### src/rtl/mixer_seq_pkg.sv
// rtl/mixer_seq_pkg.sv - register map, state codes and helpers for the mixer sequencer
package mixer_seq_pkg;

  localparam logic [7:0] OFF_CTRL   = 8'h00;
  localparam logic [7:0] OFF_SETTLE = 8'h04;
  localparam logic [7:0] OFF_DWELL  = 8'h08;
  localparam logic [7:0] OFF_CHMASK = 8'h0C;
  localparam logic [7:0] OFF_STATUS = 8'h10;

  localparam int CTRL_START_BIT = 0;
  localparam int CTRL_ABORT_BIT = 1;

  localparam logic [2:0] ST_IDLE      = 3'd0;
  localparam logic [2:0] ST_PWRUP     = 3'd1;
  localparam logic [2:0] ST_CH_SETTLE = 3'd2;
  localparam logic [2:0] ST_SAMPLE    = 3'd3;
  localparam logic [2:0] ST_DONE      = 3'd4;

  localparam int STAT_BUSY      = 0;
  localparam int STAT_DONE      = 1;
  localparam int STAT_ABORTED   = 2;
  localparam int STAT_CH_LSB    = 4;
  localparam int STAT_STATE_LSB = 8;

  function automatic logic [31:0] apply_sel(input logic [31:0] old_v, input logic [31:0] new_v,
                                            input logic [3:0] sel);
    logic [31:0] r;
    r = old_v;
    for (int b = 0; b < 4; b++) begin
      if (sel[b]) r[b*8 +: 8] = new_v[b*8 +: 8];
    end
    return r;
  endfunction

  // Returns {found, index} of the lowest set mask bit at or above 'from'.
  function automatic logic [3:0] next_set(input logic [7:0] mask, input logic [3:0] from);
    logic [3:0] r;
    r = '0;
    for (int i = 7; i >= 0; i--) begin
      if (mask[i] && (4'(i) >= from)) r = {1'b1, 3'(i)};
    end
    return r;
  endfunction

endpackage

### src/rtl/mixer_seq_wb_regs.sv
// rtl/mixer_seq_wb_regs.sv - Wishbone slave decode and configuration registers
module mixer_seq_wb_regs
  import mixer_seq_pkg::*;
#(
  parameter logic [31:0] BASE_ADDR = 32'h3000_0000,
  parameter int          NCH       = 4,
  parameter int          CNT_W     = 16
) (
  input  logic             clk_i,
  input  logic             rst_ni,
  input  logic             wbs_stb_i,
  input  logic             wbs_cyc_i,
  input  logic             wbs_we_i,
  input  logic [3:0]       wbs_sel_i,
  input  logic [31:0]      wbs_adr_i,
  input  logic [31:0]      wbs_dat_i,
  output logic             wbs_ack_o,
  output logic [31:0]      wbs_dat_o,
  output logic             start_o,
  output logic             abort_o,
  output logic [CNT_W-1:0] settle_o,
  output logic [CNT_W-1:0] dwell_o,
  output logic [NCH-1:0]   chmask_o,
  input  logic [31:0]      status_i
);

  logic             ack_q, ack_d;
  logic [31:0]      dat_q, dat_d;
  logic [CNT_W-1:0] settle_q, settle_d;
  logic [CNT_W-1:0] dwell_q, dwell_d;
  logic [NCH-1:0]   chmask_q, chmask_d;
  logic [7:0]       off;
  logic             req, wr, rd;
  logic [31:0]      rdata;

  assign off = wbs_adr_i[7:0];
  // Gating with ack_q keeps a held strobe from being taken twice.
  assign req = wbs_stb_i & wbs_cyc_i & (wbs_adr_i[31:8] == BASE_ADDR[31:8]) & ~ack_q;
  assign wr  = req & wbs_we_i;
  assign rd  = req & ~wbs_we_i;

  assign start_o = wr && (off == OFF_CTRL) && wbs_sel_i[0] && wbs_dat_i[CTRL_START_BIT];
  assign abort_o = wr && (off == OFF_CTRL) && wbs_sel_i[0] && wbs_dat_i[CTRL_ABORT_BIT];

  always_comb begin
    settle_d = settle_q;
    dwell_d  = dwell_q;
    chmask_d = chmask_q;
    if (wr) begin
      case (off)
        OFF_SETTLE: settle_d = CNT_W'(apply_sel(32'(settle_q), wbs_dat_i, wbs_sel_i));
        OFF_DWELL:  dwell_d  = CNT_W'(apply_sel(32'(dwell_q), wbs_dat_i, wbs_sel_i));
        OFF_CHMASK: chmask_d = NCH'(apply_sel(32'(chmask_q), wbs_dat_i, wbs_sel_i));
        default:    ;
      endcase
    end
  end

  always_comb begin
    rdata = '0;
    case (off)
      OFF_SETTLE: rdata = 32'(settle_q);
      OFF_DWELL:  rdata = 32'(dwell_q);
      OFF_CHMASK: rdata = 32'(chmask_q);
      OFF_STATUS: rdata = status_i;
      default:    rdata = '0;
    endcase
    ack_d = req;
    dat_d = rd ? rdata : '0;
  end

  always_ff @(posedge clk_i or negedge rst_ni) begin
    if (!rst_ni) begin
      ack_q    <= 1'b0;
      dat_q    <= '0;
      settle_q <= CNT_W'(100);
      dwell_q  <= CNT_W'(10);
      chmask_q <= '1;
    end else begin
      ack_q    <= ack_d;
      dat_q    <= dat_d;
      settle_q <= settle_d;
      dwell_q  <= dwell_d;
      chmask_q <= chmask_d;
    end
  end

  assign wbs_ack_o = ack_q;
  assign wbs_dat_o = dat_q;
  assign settle_o  = settle_q;
  assign dwell_o   = dwell_q;
  assign chmask_o  = chmask_q;

endmodule

### src/rtl/mixer_seq_ctrl.sv
// rtl/mixer_seq_ctrl.sv - LO power-up, per-channel settle and sample sequencer
module mixer_seq_ctrl
  import mixer_seq_pkg::*;
#(
  parameter logic [31:0] BASE_ADDR = 32'h3000_0000,
  parameter int          NCH       = 4,
  parameter int          CNT_W     = 16
) (
  input  logic           wb_clk_i,
  input  logic           wb_rst_ni,
  input  logic           wbs_stb_i,
  input  logic           wbs_cyc_i,
  input  logic           wbs_we_i,
  input  logic [3:0]     wbs_sel_i,
  input  logic [31:0]    wbs_adr_i,
  input  logic [31:0]    wbs_dat_i,
  output logic           wbs_ack_o,
  output logic [31:0]    wbs_dat_o,
  output logic           lo_en_o,
  output logic [NCH-1:0] mix_en_o,
  output logic           sample_o,
  output logic           irq_o
);

  logic             start_p, abort_p;
  logic [CNT_W-1:0] settle, dwell;
  logic [NCH-1:0]   chmask;
  logic [31:0]      status;
  logic [7:0]       mask8;

  logic [2:0]       state_q, state_d;
  logic [CNT_W-1:0] cnt_q, cnt_d;
  logic [2:0]       ch_q, ch_d;
  logic [CNT_W-1:0] lat_settle_q, lat_settle_d;
  logic [CNT_W-1:0] lat_dwell_q, lat_dwell_d;
  logic [7:0]       lat_mask_q, lat_mask_d;
  logic             done_q, done_d;
  logic             aborted_q, aborted_d;
  logic             abort_irq_q, abort_irq_d;
  logic             active, busy;
  logic [3:0]       nxt_first, nxt_after;

  mixer_seq_wb_regs #(.BASE_ADDR(BASE_ADDR), .NCH(NCH), .CNT_W(CNT_W)) u_regs (
    .clk_i     (wb_clk_i),
    .rst_ni    (wb_rst_ni),
    .wbs_stb_i (wbs_stb_i),
    .wbs_cyc_i (wbs_cyc_i),
    .wbs_we_i  (wbs_we_i),
    .wbs_sel_i (wbs_sel_i),
    .wbs_adr_i (wbs_adr_i),
    .wbs_dat_i (wbs_dat_i),
    .wbs_ack_o (wbs_ack_o),
    .wbs_dat_o (wbs_dat_o),
    .start_o   (start_p),
    .abort_o   (abort_p),
    .settle_o  (settle),
    .dwell_o   (dwell),
    .chmask_o  (chmask),
    .status_i  (status)
  );

  // A programmed length of 0 behaves as 1; counters run down to 0.
  function automatic logic [CNT_W-1:0] load_of(input logic [CNT_W-1:0] v);
    return (v == '0) ? '0 : v - CNT_W'(1);
  endfunction

  always_comb begin
    mask8 = '0;
    mask8[NCH-1:0] = chmask;
  end

  assign active    = (state_q == ST_PWRUP) || (state_q == ST_CH_SETTLE) || (state_q == ST_SAMPLE);
  assign busy      = (state_q != ST_IDLE);
  assign nxt_first = next_set(lat_mask_q, 4'd0);
  assign nxt_after = next_set(lat_mask_q, {1'b0, ch_q} + 4'd1);

  always_comb begin
    state_d      = state_q;
    cnt_d        = cnt_q;
    ch_d         = ch_q;
    lat_settle_d = lat_settle_q;
    lat_dwell_d  = lat_dwell_q;
    lat_mask_d   = lat_mask_q;
    done_d       = done_q;
    aborted_d    = aborted_q;
    abort_irq_d  = 1'b0;
    // DONE is not abortable: its completion irq is already on the wire.
    if (abort_p && active) begin
      state_d     = ST_IDLE;
      aborted_d   = 1'b1;
      abort_irq_d = 1'b1;
    end else begin
      case (state_q)
        ST_IDLE: begin
          if (start_p && !abort_p) begin
            lat_settle_d = settle;
            lat_dwell_d  = dwell;
            lat_mask_d   = mask8;
            done_d       = 1'b0;
            aborted_d    = 1'b0;
            cnt_d        = load_of(settle);
            state_d      = ST_PWRUP;
          end
        end
        ST_PWRUP: begin
          if (cnt_q != '0) begin
            cnt_d = cnt_q - CNT_W'(1);
          end else if (nxt_first[3]) begin
            ch_d    = nxt_first[2:0];
            cnt_d   = load_of(lat_settle_q);
            state_d = ST_CH_SETTLE;
          end else begin
            state_d = ST_DONE;
          end
        end
        ST_CH_SETTLE: begin
          if (cnt_q != '0) begin
            cnt_d = cnt_q - CNT_W'(1);
          end else begin
            cnt_d   = load_of(lat_dwell_q);
            state_d = ST_SAMPLE;
          end
        end
        ST_SAMPLE: begin
          if (cnt_q != '0) begin
            cnt_d = cnt_q - CNT_W'(1);
          end else if (nxt_after[3]) begin
            ch_d    = nxt_after[2:0];
            cnt_d   = load_of(lat_settle_q);
            state_d = ST_CH_SETTLE;
          end else begin
            state_d = ST_DONE;
          end
        end
        ST_DONE: begin
          done_d  = 1'b1;
          state_d = ST_IDLE;
        end
        default: state_d = ST_IDLE;
      endcase
    end
  end

  always_ff @(posedge wb_clk_i or negedge wb_rst_ni) begin
    if (!wb_rst_ni) begin
      state_q      <= ST_IDLE;
      cnt_q        <= '0;
      ch_q         <= '0;
      lat_settle_q <= '0;
      lat_dwell_q  <= '0;
      lat_mask_q   <= '0;
      done_q       <= 1'b0;
      aborted_q    <= 1'b0;
      abort_irq_q  <= 1'b0;
    end else begin
      state_q      <= state_d;
      cnt_q        <= cnt_d;
      ch_q         <= ch_d;
      lat_settle_q <= lat_settle_d;
      lat_dwell_q  <= lat_dwell_d;
      lat_mask_q   <= lat_mask_d;
      done_q       <= done_d;
      aborted_q    <= aborted_d;
      abort_irq_q  <= abort_irq_d;
    end
  end

  // Outputs decode straight from state so an async reset drops them at once.
  assign lo_en_o  = active;
  assign mix_en_o = ((state_q == ST_CH_SETTLE) || (state_q == ST_SAMPLE)) ? (NCH'(1) << ch_q) : '0;
  assign sample_o = (state_q == ST_SAMPLE);
  assign irq_o    = (state_q == ST_DONE) || abort_irq_q;

  always_comb begin
    status                           = '0;
    status[STAT_BUSY]                = busy;
    status[STAT_DONE]                = done_q;
    status[STAT_ABORTED]             = aborted_q;
    status[STAT_CH_LSB +: 3]         = ch_q;
    status[STAT_STATE_LSB +: 3]      = state_q;
  end

endmodule

### config.mk
export PLATFORM = sky130hd
export DESIGN_NAME = mixer_seq_ctrl
export DESIGN_NICKNAME = d
export VERILOG_FILES = /design/src/rtl/mixer_seq_pkg.sv /design/src/rtl/mixer_seq_wb_regs.sv /design/src/rtl/mixer_seq_ctrl.sv
export SDC_FILE = /design/constraint.sdc
export NUM_CORES = 1
export LEC_CHECK = 0
export CAP_MARGIN = 0
export CORE_MARGIN = 2
export CORE_UTILIZATION = 50
export DETAILED_ROUTE_END_ITERATION = 10
export PLACE_DENSITY = 0.76
export SYNTH_ARGS = -nofsm -noshare
export SYNTH_HDL_FRONTEND = slang
export SYNTH_SLANG_ARGS = --single-unit
### constraint.sdc
create_clock -name wb_clk_i -period 3.76 [get_ports wb_clk_i]
set_clock_uncertainty 0.15 [all_clocks]
set_input_delay 0.94 -clock wb_clk_i [delete_from_list [all_inputs] [get_ports wb_clk_i]]
set_output_delay 0.94 -clock wb_clk_i [all_outputs]
set_load 0.05 [all_outputs]
# Yosys cells after proc, flatten, opt, wreduce, memory -nomap -nowiden
# Cells that the tools add are included.
classes:
  mux: 39
  bitwise: 8
  magnitude_cmp: 4
  n_eq_ne: 20
  reduce_logical: 38
  addsub: 5
  shifts: 1
ops:
  columns: ["op", "n"]
  rows:
  - ["$mux 16", 10]
  - ["$pmux 16 s4", 2]
  - ["$sub 16x1->16 const B", 4]
  - ["$logic_not 16->1", 3]
  - ["$mux 4", 9]
  - ["$mux 3", 11]
  - ["$eq 24x22->1 const B", 1]
  - ["$reduce_and 3->1", 7]
  - ["$eq 8x4->1 const B", 2]
  - ["$reduce_bool 16->1", 1]
  - ["$ne 3x3->1 const B", 4]
  - ["$pmux 3 s4", 1]
  - ["$logic_and 1x1->1", 10]
  - ["$eq 8x3->1 const B", 1]
  - ["$eq 8x5->1 const B", 1]
  - ["$ge 1x4->1 const A", 2]
  - ["$ge 2x4->1 const A", 2]
  - ["$logic_not 8->1", 1]
  - ["$ne 2x2->1 const B", 4]
  - ["$reduce_bool 2->1", 4]
  - ["$eq 3x2->1 const B", 2]
  - ["$pmux 3 s2", 1]
  - ["$reduce_and 6->1", 1]
  - ["$and 1x1->1", 5]
  - ["18 further kinds", 26]
totals:
  output_inout_bits: 40
  wordCells: 131
  reg_bits: 130
  input_bits: 73

# Longest topological paths before layout
depth:
  word_depth: 12
  depth_mapped: 9
  mapped_depth_nobuf: 8

# By module
# From an unflattened synthesis, not the netlist that was laid out.
unflattened:
  hier_cells: 683
  area_unflattened_um2: 7085.5
by_module_without_submodules:
  columns: ["mod", "instances", "cells_each", "area_each_um2", "seq_area_each_um2"]
  rows:
  - ["mixer_seq_ctrl", 1, 444, 4047.6, 1501.4]
  - ["mixer_seq_wb_regs", 1, 239, 3037.9, 1737.9]

# Worst setup path after synthesis
# Ideal clock, no wire load.
synth_timing:
  kind: "input -> register"
  from: "input wbs_adr_i[1]"
  to: "register cnt_q[8]"
  n_path_buf: 2
  arrival_time_ps: 2880
  setup_time_ps: 130
  t_required_ps: 3480
  setup_slack_ps: 600
  stages: 8
  path_cell_list: "or4_1 -> or3_1 -> buf_2 -> nor4_2 -> a311o_2 -> nor2_1 -> buf_4 -> a2bb2oi_1"
synth_between:
  elab_chain_cells: 8
  elab_cells_between_ends: 11
  cone_classes: "eq/ne (1); bitwise (1); reduce/logical (9)"
synth_lines:
  columns: ["element", "line_no", "source"]
  rows:
  - ["from (decl)", "mixer_seq_ctrl.sv:15", "input logic [31:0] wbs_adr_i,"]
  - ["$logic_not 8->1 *", "mixer_seq_wb_regs.sv:42, mixer_seq_wb_regs.sv:43", null]
  - ["$logic_and 1x1->1 * (2 in series)", "mixer_seq_wb_regs.sv:42, mixer_seq_wb_regs.sv:43", null]
  - ["$logic_and 1x1->1", "mixer_seq_wb_regs.sv:43", "assign abort_o = wr && (off == OFF_CTRL) && wbs_sel_i[0] && wbs_dat_i[CTRL_ABORT_BIT];"]
  - ["$logic_not 1->1", "mixer_seq_ctrl.sv:95", "if (start_p && !abort_p) begin"]
  - ["$logic_and 1x1->1", "mixer_seq_ctrl.sv:95", null]
  - ["$ne 2x2->1 (no line)", null, null]
  - ["$reduce_and 5->1 (no line) *", null, null]
  - ["to (signal assigned)", "mixer_seq_ctrl.sv:157", "cnt_q <= cnt_d;"]
  - ["to (decl)", "mixer_seq_ctrl.sv:32", "logic [CNT_W-1:0] cnt_q, cnt_d;"]
# Every way passes the cells marked *; elsewhere a longest branch is shown, timed or not.
# A chain may end at the register's enable or synchronous reset.

# Final worst setup path
layout_timing:
  from: "register state_q[1]"
  to: "output sample_o"
layout_between:
  elab_chain_cells: 1
layout_lines:
  columns: ["element", "line_no", "source"]
  rows:
  - ["from (decl)", "mixer_seq_ctrl.sv:31", "logic [2:0] state_q, state_d;"]
  - ["from (signal assigned)", "mixer_seq_ctrl.sv:156", "state_q <= state_d;"]
  - ["$eq 3x2->1", "mixer_seq_ctrl.sv:171", "assign sample_o = (state_q == ST_SAMPLE);"]
  - ["to (decl)", "mixer_seq_ctrl.sv:21", "output logic sample_o,"]
# Every way passes these cells.

==> reports/metrics.yaml <==
floorplanning:
  die_h_um: 119
  num_io_pins: 113
  fp.dieArea_um2: 14200
  fp-row-count: 42
  die_w_um: 119
  core_um2: 13100
  start_util_pct: 50.6
detailed_routing:
  vias: 5993
  drt_first_pass_iters: 7
  wl_per_cell_um: 19.3
  postRouteAntennaNets: 0
  drt_first_iter_violations: 497
  drcViolationCount: 0
  avgViaCountPerCell: 5.93
  drt-total-wl_um: 19500
placement:
  io_buffers: 78
  placed_cells: 979
  hpwlAfterDp_um: 14600
  place_area_um2: 7690
  finalWeightedCongestion: 1.00
  pre_cts_slack_ps: -126
setup_path:
  cpLargestDelayFamily: "buffers and inverters"
  slowest_delay_ps: 880
  worst-setup-path-type: "reg -> out"
  required_ps: 2670
  worst_ep_arrival_time_ps: 2400
  worst_setup_path_start_kind: "flip-flop"
  end_kind: "primary output"
  crit_chain: "inv_1 -> nor2_1 -> clkdlybuf4s50_1"
  crit_path_top_delay_cell: "clkdlybuf4s50_1"
  crit_fanout: 12
  crit_buf_inv: 2
global_routing:
  grt_start_max_net_pins: 114
  grt_pass1_wl_um: 31900
  overflow: 0
  grt_pass1_vias: 5935
  antenna_found_initial: 0
  grtUsageTotal_pct: 28.9
clock_network:
  cts_tree: "done"
  cts-root-buf: "clkbuf_16"
  htree_levels: 4
  numCtsBuffers: 17
  ctsLongestPathBuffers: 2
  cts_setup_buffers: 0
  holdBufCountCts: 0
  insertion_delay_ps: 430
  clk_pin_slew_ps: 60
  cts_sinks: 113
  post_cts_resized: 0
power:
  pwr-share-seq_pct: 39.3
  p_leak_nw: 3.73
  power_density_nw_per_um2: 372
  finalPower_mw: 3.10
  ir_drop_mv: 0.383
  swShare_pct: 23.7
  switchingPower_mw: 0.735
  p_comb_share_pct: 4.6
  clkPwrFrac_pct: 56.1
  internal_power_mw: 2.36
cells_and_area:
  design_area_um2: 8330
  final_layout_size_suffix_gt1_share_pct: 16.4
  final_util_pct: 63.7
  final-instance-count-excl-fill: 1011
  antenna_cells: 0
  nets: 900
  syn2layout_area_growth_pct: 25.8
yosys:
  synth.distinct_cells: 70
  synth_cells: 728
  seq_area_frac_synth_pct: 42.8
  avgSynthCellArea_um2: 9.10
  netlist_area_um2: 6630
  dominantRegCellSynth: "dfrtp_1"
  async_flop_share_pct: 100
  synth-seq-cells: 113
  yosys_warnings: 0
  synth_edf_count: 0
timing:
  max_freq_mhz: 287
  hold_viol_final: 0
  drv_slew: 0
  rsz0062_at_grt: "false"
  finalCritPeriodShare_pct: 92.8
  timing.final.ws_setup_ps: 272
  setup_viol: 0
  period_needed_ps: 3490
  relSlewSlack_pct: 47.7
  tightestPinTransition_ps: 784
outcome:
  status: "completed"
min_path:
  min_path_type: "reg -> reg"
job:
  cap_violations: 0
-- synthesized netlist by cell type, drive strengths merged, types with 14 or more instances --
| library cell | instances | area share [%] |
|---|---|---|
| a21oi | 24 | 1.8 |
| nor2 | 60 | 3.4 |
| clkbuf | 28 | 1.6 |
| buf | 21 | 2.3 |
| xor2 | 14 | 1.9 |
| nor3 | 31 | 2.4 |
| dfrtp | 104 | 39 |
| nor4 | 26 | 2.9 |
| xnor2 | 21 | 2.8 |
| inv | 18 | 1.0 |
| nand2 | 132 | 7.6 |
| o21ai | 21 | 1.6 |
| mux2 | 41 | 7.0 |
-- per-layer routing --
layer,track usage [%],vias up,part of all wire [%]
li1,-,2799,-
met1,39.7,2946,44
met2,46.3,205,48
met3,4.69,43,5.2
met4,10.2,0,2.1
met5,0,-,0
-- kinds of logic after synthesis --
group,share of synthesized area (%)
buf+inv,4.93
xor+xnor,4.63
flops,42.8
simple gates,25.8
fa+ha+maj,0.944
compound gates,12.3
mux,8.48
other cells,0.0566
-- registers in the layout, indices dropped and copies added (netlist names), 2 cells and up --
register	count
lat_dwell_q	16
cnt_q	16
u_regs.dwell_o	16
u_regs.wbs_dat_o	16
u_regs.chmask_o	4
state_q	3
u_regs.settle_o	16
ch_q	2
lat_settle_q	16
lat_mask_q	4
-- worst register-to-register path: cells and delay by family, from the launching register on --
family,cells,cell delay (ps)
flip-flops,1,400
buffers and inverters,1,120
multiplexers,1,270
AND/OR/NAND/NOR,4,1750
adder cells (fa/ha/maj),1,170
AO/OA/AOI/OAI,1,90
-- worst paths after layout --
kind | end | start | cells after the start | slack (ps)
setup / recovery | sample_o | state_q[1] | 3 | 270
hold / removal | lat_dwell_q[0] | u_regs.dwell_o[0] | 2 | 350
setup reg to reg | cnt_q[11] | cnt_q[0] | 8 | 690
hold reg to reg | lat_dwell_q[0] | u_regs.dwell_o[0] | 2 | 350
max in group asynchronous | u_regs.wbs_dat_o[13] | wb_rst_ni | 2 | 2550
min in group asynchronous | state_q[1] | wb_rst_ni | 2 | 410
-- final cells by class --
type                       count  area (um2)
sequential                   113        2840
inverter                      18        67.6
timing repair buffer         109        1040
tap                          176         220
clock inverter                14         194
multi-input combinational    563        3540
fill                        1051        4750
clock buffer                  18         439
-- per-stage QoR --
stage	hold WS [ps]	TNS (ps)
CTS	356	0
global placement	330	-0.110
detailed placement	339	-524
floorplan	298	0
finish	354	0
global route	377	0
-- cells in the final DEF (no fill, tap or decap), types with 11 or more instances in the layout --
master and instances:
nand2_1 131, dfrtp_1 104, clkdlybuf4s50_1 77, nor2_1 60
mux2_2 41, nor3_1 30, buf_4 30, a21oi_1 24
nor4_1 22, xnor2_1 21, o21ai_0 20, inv_1 18
clkbuf_16 17, conb_1 16, xor2_1 14, or4_1 11
nand3_1 11, a31oi_1 11, o22ai_1 11
-- power by group through the flow --
stage          clock, mW  combinational [mW]  sequential [mW]
2_1_floorplan          0              0.0606             1.24
3_3_place_gp           0               0.141             1.24
6_report            1.74               0.144             1.22
5_1_grt             1.80               0.155             1.22
4_1_cts             1.75               0.145             1.22
3_5_place_dp           0               0.145             1.24
No activity file was read; power rests on OpenSTA's default activity.
